`src/rtl/cpu_pkg.sv`:
```
// Shared fetch-stage constants and the fetch FSM state type.
package cpu_pkg;

    localparam int PC_W    = 8;
    localparam int INST_W  = 16;
    localparam int PC_STEP = 2;

    typedef enum logic [1:0] {
        IDLE = 2'd0,
        REQ  = 2'd1,
        HOLD = 2'd2,
        DROP = 2'd3
    } fetch_state_t;

endpackage

```
`src/rtl/fetch_hold_buf.sv`:
```
// One-entry skid register that parks a fetched {inst, pc2} pair while the
// downstream stage is stalled.
module fetch_hold_buf #(
    parameter int PC_W   = cpu_pkg::PC_W,
    parameter int INST_W = cpu_pkg::INST_W
) (
    input  logic              clk,
    input  logic              rst,
    input  logic              load,
    input  logic              clear,
    input  logic [INST_W-1:0] inst_in,
    input  logic [PC_W-1:0]   pc2_in,
    output logic [INST_W-1:0] inst,
    output logic [PC_W-1:0]   pc2,
    output logic              valid
);

    // Clear wins over load so a redirect always empties the entry.
    always_ff @(posedge clk) begin
        if (rst) begin
            inst  <= {INST_W{1'b0}};
            pc2   <= {PC_W{1'b0}};
            valid <= 1'b0;
        end else if (clear) begin
            inst  <= {INST_W{1'b0}};
            pc2   <= {PC_W{1'b0}};
            valid <= 1'b0;
        end else if (load) begin
            inst  <= inst_in;
            pc2   <= pc2_in;
            valid <= 1'b1;
        end else begin
            inst  <= inst;
            pc2   <= pc2;
            valid <= valid;
        end
    end

endmodule

```
`src/rtl/fetch_unit.sv`:
```
// Instruction fetch stage: PC, single-outstanding imem handshake, stall hold
// buffer and branch redirect. Optional wait counter under FETCH_WAIT_CNT_EN.
module fetch_unit #(
    parameter int              PC_W     = cpu_pkg::PC_W,
    parameter int              INST_W   = cpu_pkg::INST_W,
    parameter logic [PC_W-1:0] RESET_PC = {PC_W{1'b0}}
) (
    input  logic              clk,
    input  logic              rst,
    input  logic              stall,
    input  logic              redirect,
    input  logic [PC_W-1:0]   redirect_pc,
    output logic              imem_req,
    output logic [PC_W-1:0]   imem_addr,
    input  logic              imem_valid,
    input  logic [INST_W-1:0] imem_rdata,
`ifdef FETCH_WAIT_CNT_EN
    output logic [15:0]       wait_cycles,
`endif
    output logic [PC_W-1:0]   PC2_out,
    output logic [INST_W-1:0] inst_out,
    output logic              inst_valid
);

    import cpu_pkg::*;

    localparam logic [PC_W-1:0] STEP       = PC_W'(PC_STEP);
    localparam logic [PC_W-1:0] ALIGN_MASK = {{(PC_W-1){1'b1}}, 1'b0};

    fetch_state_t      state_r, state_s;
    logic [PC_W-1:0]   pc_r, pc_s, req_addr_r, req_addr_s, pc2_s;
    logic [PC_W-1:0]   target_s, next_addr_s, buf_pc2_s;
    logic [INST_W-1:0] inst_s, buf_inst_s;
    logic              valid_s, buf_load_s, buf_clear_s, buf_valid_s;

    assign target_s    = redirect_pc & ALIGN_MASK;
    assign next_addr_s = req_addr_r + STEP;
    assign imem_addr   = req_addr_r;

    fetch_hold_buf #(.PC_W(PC_W), .INST_W(INST_W)) u_hold_buf (
        .clk     (clk),
        .rst     (rst),
        .load    (buf_load_s),
        .clear   (buf_clear_s),
        .inst_in (imem_rdata),
        .pc2_in  (next_addr_s),
        .inst    (buf_inst_s),
        .pc2     (buf_pc2_s),
        .valid   (buf_valid_s)
    );

    // Next-state, PC and fetch-output decisions.
    always_comb begin
        state_s     = state_r;
        pc_s        = pc_r;
        req_addr_s  = req_addr_r;
        pc2_s       = PC2_out;
        inst_s      = inst_out;
        valid_s     = inst_valid;
        buf_load_s  = 1'b0;
        buf_clear_s = 1'b0;
        case (state_r)
            IDLE: begin
                if (redirect) begin
                    pc_s       = target_s;
                    req_addr_s = target_s;
                end else begin
                    req_addr_s = pc_r;
                end
                state_s = REQ;
            end
            REQ: begin
                if (imem_valid) begin
                    if (redirect) begin
                        pc_s       = target_s;
                        req_addr_s = target_s;
                        valid_s    = 1'b0;
                    end else if (stall) begin
                        buf_load_s = 1'b1;
                        pc_s       = next_addr_s;
                        state_s    = HOLD;
                    end else begin
                        inst_s     = imem_rdata;
                        pc2_s      = next_addr_s;
                        valid_s    = 1'b1;
                        pc_s       = next_addr_s;
                        req_addr_s = next_addr_s;
                    end
                end else begin
                    if (redirect) begin
                        pc_s    = target_s;
                        valid_s = 1'b0;
                        state_s = DROP;
                    end else if (stall) begin
                        valid_s = inst_valid;
                    end else begin
                        valid_s = 1'b0;
                    end
                end
            end
            DROP: begin
                // The stale response still has to be consumed at the old address.
                if (redirect) begin
                    pc_s = target_s;
                end else begin
                    pc_s = pc_r;
                end
                if (imem_valid) begin
                    req_addr_s = pc_s;
                    state_s    = REQ;
                end else begin
                    state_s = DROP;
                end
            end
            HOLD: begin
                if (redirect) begin
                    buf_clear_s = 1'b1;
                    valid_s     = 1'b0;
                    pc_s        = target_s;
                    req_addr_s  = target_s;
                    state_s     = REQ;
                end else if (!stall) begin
                    inst_s      = buf_inst_s;
                    pc2_s       = buf_pc2_s;
                    valid_s     = buf_valid_s;
                    buf_clear_s = 1'b1;
                    req_addr_s  = pc_r;
                    state_s     = REQ;
                end else begin
                    state_s = HOLD;
                end
            end
            default: begin
                state_s = IDLE;
            end
        endcase
    end

    // State, PC and registered fetch outputs.
    always_ff @(posedge clk) begin
        if (rst) begin
            state_r    <= IDLE;
            pc_r       <= RESET_PC;
            req_addr_r <= RESET_PC;
            PC2_out    <= {PC_W{1'b0}};
            inst_out   <= {INST_W{1'b0}};
            inst_valid <= 1'b0;
            imem_req   <= 1'b0;
        end else begin
            state_r    <= state_s;
            pc_r       <= pc_s;
            req_addr_r <= req_addr_s;
            PC2_out    <= pc2_s;
            inst_out   <= inst_s;
            inst_valid <= valid_s;
            imem_req   <= (state_s == REQ) || (state_s == DROP);
        end
    end

`ifdef FETCH_WAIT_CNT_EN
    // Saturating count of request cycles without a response.
    always_ff @(posedge clk) begin
        if (rst) begin
            wait_cycles <= 16'h0000;
        end else if (imem_req && !imem_valid && (wait_cycles != 16'hFFFF)) begin
            wait_cycles <= wait_cycles + 16'd1;
        end else begin
            wait_cycles <= wait_cycles;
        end
    end
`endif

endmodule

```
`config.mk`:
```
export PLATFORM = sky130hd
export DESIGN_NAME = fetch_unit
export DESIGN_NICKNAME = d
export VERILOG_FILES = /design/src/rtl/cpu_pkg.sv /design/src/rtl/fetch_hold_buf.sv /design/src/rtl/fetch_unit.sv
export SDC_FILE = /design/constraint.sdc
export NUM_CORES = 1
export LEC_CHECK = 0
export BUFFER_PORTS_ARGS = -buffer_cell sky130_fd_sc_hd__buf_4
export CAP_MARGIN = 5
export CORE_MARGIN = 4
export CORE_UTILIZATION = 50
export CTS_CLUSTER_DIAMETER = 50
export DETAILED_ROUTE_END_ITERATION = 8
export GPL_ROUTABILITY_DRIVEN = 0
export PLACE_DENSITY = 0.81
export SETUP_SLACK_MARGIN = 0.15
export SYNTH_ARGS = -nofsm -noshare
export SYNTH_HDL_FRONTEND = slang
export SYNTH_SLANG_ARGS = --single-unit
```
`constraint.sdc`:
```
create_clock -name clk -period 1.7 [get_ports clk]
set_input_delay 0.085 -clock clk [delete_from_list [all_inputs] [get_ports clk]]
set_output_delay 0.085 -clock clk [all_outputs]
set_load 0.02 [all_outputs]
```
==> impl_metrics.json <==
{
  "grt_pass1_vias": 3321,
  "totalWireLength_um": 13700,
  "yosys_warnings": 0,
  "cp.arrival_ns": 2.05,
  "setup_ws_ns": -0.109,
  "hp-class": "in -> reg",
  "postSynthCellCount": 379,
  "rr_worst_depth": 8,
  "synthXorXnorAreaFrac_pct": 1.05,
  "antenna_found_initial": 0,
  "synth_top_family_by_area": "compound AO/OA/AOI/OAI gates",
  "wl_per_cell_um": 24.2,
  "path_max_fanout": 5,
  "synth_compound_area_share_pct": 23.7,
  "layout-drive-gt1-share_pct": 41.8,
  "cts_tree": "yes",
  "min_from": "imem_rdata[14]",
  "insertion_delay_ns": 0.36,
  "gr-total-overflow": 0,
  "r2r_slack_ns": -0.11,
  "r2r_end": "PC2_out[5]",
  "ys.flop_type": "dfxtp_1",
  "insertedDiodeCount": 0,
  "grt_first_pass_wirelength_um": 16800,
  "worstMarginPinSlew_ns": 0.550,
  "syn_nets": 415,
  "rows": 29,
  "holdWs_ns": 0.0193,
  "utilization_pct": 77.7,
  "maxCapViolations": 0,
  "hold_violations": 0,
  "track_usage_pct": 27.3,
  "startpoint_type": "flip-flop",
  "post-place-ws_ns": -0.0159,
  "p_leak_nw": 1.88,
  "rsz0062_at_grt": "yes",
  "min_to": "u_hold_buf.inst[14]",
  "synth-seq-cells": 69,
  "layout_worst_path_cycle_share_pct": 106,
  "peakVddDrop_v": 0.000715,
  "cts_max_level": 3,
  "dieArea_um2": 8040,
  "criticalPathCategory": "reg -> reg",
  "io_buffers": 61,
  "drtAntennaViolNets": 0,
  "nets": 522,
  "grt_max_degree": 34,
  "violations": "setup timing",
  "numCtsBuffers": 9,
  "setup_viol": 4,
  "async_flop_share_pct": 0,
  "post_synth.cell_area_avg_um2": 8.79,
  "cp.required_ns": 1.94,
  "powerDensity_nw_per_um2": 829,
  "dp_hpwl_um": 5480,
  "ys_seq_area_share_pct": 41.4,
  "fp.dieW_um": 89.6,
  "cp-end-kind": "flip-flop",
  "drc": 0,
  "core_area_um2": 6420,
  "clk_pin_slew_ns": 0.09,
  "synth-simple-area-share_pct": 17.6,
  "relSlewSlack_pct": 63.1,
  "final.setup_skew_ns": 0.0196,
  "maxSlewViolCount": 0,
  "io_pins": 63,
  "dr.pass1.iters": 6,
  "cts_num_sinks": 69,
  "area_growth_pct": 49.7,
  "r2r-start": "state_r[1]",
  "power_mw": 4.14,
  "drt_iter0_markers": 455,
  "synth_fa_ha_area_share_pct": 2.63,
  "vias": 3807,
  "die_h_um": 89.6,
  "fmax_mhz": 553,
  "synth-edff-count": 0,
  "holdPathStages": 3,
  "start_util_pct": 51.9,
  "min_period_ns": 1.81,
  "clock_path_buffers": 2,
  "outcome": "complete, but fails checks",
  "ys_types": 48,
  "cts_root_buffer": "clkbuf_8",
  "via_per_inst": 6.71,
  "netlist_area_um2": 3330,
  "synthMuxAreaShare_pct": 6.91
}
==> cells in the mapped netlist, types with 3 or more instances <==
cell	number	share of area (%)
nand2b_1	4	0.75
o21ai_0	11	1.7
nand2_1	58	6.5
nor2_1	45	5.1
a211oi_1	13	2.9
buf_1	3	0.34
xnor2_1	4	1.1
buf_4	4	0.90
o221ai_1	3	0.79
nor3_1	7	1.1
ha_1	7	2.6
buf_6	7	2.4
dfxtp_1	69	41
clkbuf_1	3	0.34
nand3_1	6	0.90
mux2i_1	23	6.9
a21oi_1	38	5.7
inv_1	8	0.90
a311oi_1	3	0.79
a211oi_2	16	6.0
o211ai_1	3	0.68
buf_2	11	1.7
==> repair_timing <==
action | CTS | global route
pin swaps | 5 | 17
gates cloned | 4 | 6
buffers inserted | 13 | 9
hold endpoints to repair | 14 | 1
resized for setup | 31 | 69
hold buffers | 14 | 1
setup endpoints to repair | 48 | 64
==> worst max path at each step <==
stage          slack [ns]       start           end
2_1_floorplan        0.15  state_r[0]    PC2_out[7]
3_3_place_gp         0.05  state_r[1]  imem_addr[6]
3_5_place_dp        -0.02  state_r[1]  imem_addr[1]
4_1_cts               0.1  state_r[1]    PC2_out[4]
5_1_grt             -0.14  state_r[1]    PC2_out[5]
6_report            -0.11  state_r[1]    PC2_out[5]
==> critical path, cell delays in order, from the launching register on <==
cell	delay, ns
dfxtp_4	0.40
inv_4	0.05
ha_4	0.18
buf_6	0.12
buf_6	0.13
a32oi_2	0.22
buf_4	0.18
nand2_1	0.06
a21oi_1	0.35
==> power breakdown <==
group	switching, mW	internal (mW)	leakage (nW)	total (mW)
Clock	0.723	0.671	0.0915	1.39
Sequential	0.0808	1.69	0.563	1.77
Combinational	0.535	0.438	1.23	0.973
==> flip-flops by register name, indices dropped and copies added (netlist names) <==
| signal | cells |
|---|---|
| PC2_out | 8 |
| imem_addr | 8 |
| imem_req | 1 |
| inst_out | 16 |
| inst_valid | 1 |
| pc_r | 8 |
| state_r | 2 |
| u_hold_buf.inst | 16 |
| u_hold_buf.pc2 | 8 |
| u_hold_buf.valid | 1 |
==> kinds of logic (layout without fill, tap and decap cells) <==
family | Yosys count | after routing
AND/OR/NAND/NOR | 133 | 134
AO/OA/AOI/OAI | 106 | 106
flip-flops | 69 | 69
buffers and inverters | 37 | 147
multiplexers | 23 | 23
adder cells (fa/ha/maj) | 7 | 7
XOR/XNOR | 4 | 4
==> placed cells by master, fill, tap and decap left out, types with 4 or more instances in the layout <==
cell and count:
nand3_1 6, ha_4 4, nor2_4 8, dfxtp_1 66, mux2i_1 23, o21ai_1 5, clkbuf_8 9, buf_4 84
nand2_1 55, buf_12 4, dlygate4sd3_1 15, nor3_1 7, nor2_2 10, a21oi_2 11, a211oi_1 9, inv_1 6
o21ai_0 5, buf_6 12, a21oi_1 27, clkbuf_16 4, a211oi_2 19, nor2_1 28
==> metal layers <==
layer	wire length (um)	vias up	track usage [%]	share of wire, %
met5	0	-	0	0
met4	1160	0	15.7	8.5
met3	1450	117	5.66	11
met2	6310	355	43.7	46
met1	4790	1776	33.9	35
li1	-	1559	-	-
==> stage by stage <==
step | instances | area [um^2] | setup TNS [ns]
after floorplan | 379 | 3350 | 0
final | 567 | 4990 | -0.193
after global placement | 505 | 3880 | 0
after detailed placement | 505 | 3880 | -0.0159
after CTS | 551 | 4530 | 0
after global routing | 567 | 4990 | -0.367
==> area by class of cell <==
cell class | count | area, um^2
Multi-Input combinational cell | 274 | 2050
Timing Repair Buffer | 124 | 1230
Fill cell | 353 | 1430
Inverter | 8 | 37.5
Tap cell | 77 | 96.3
Clock inverter | 6 | 63.8
Sequential cell | 69 | 1390
Clock buffer | 9 | 124
No activity file was read; power rests on OpenSTA's default activity.
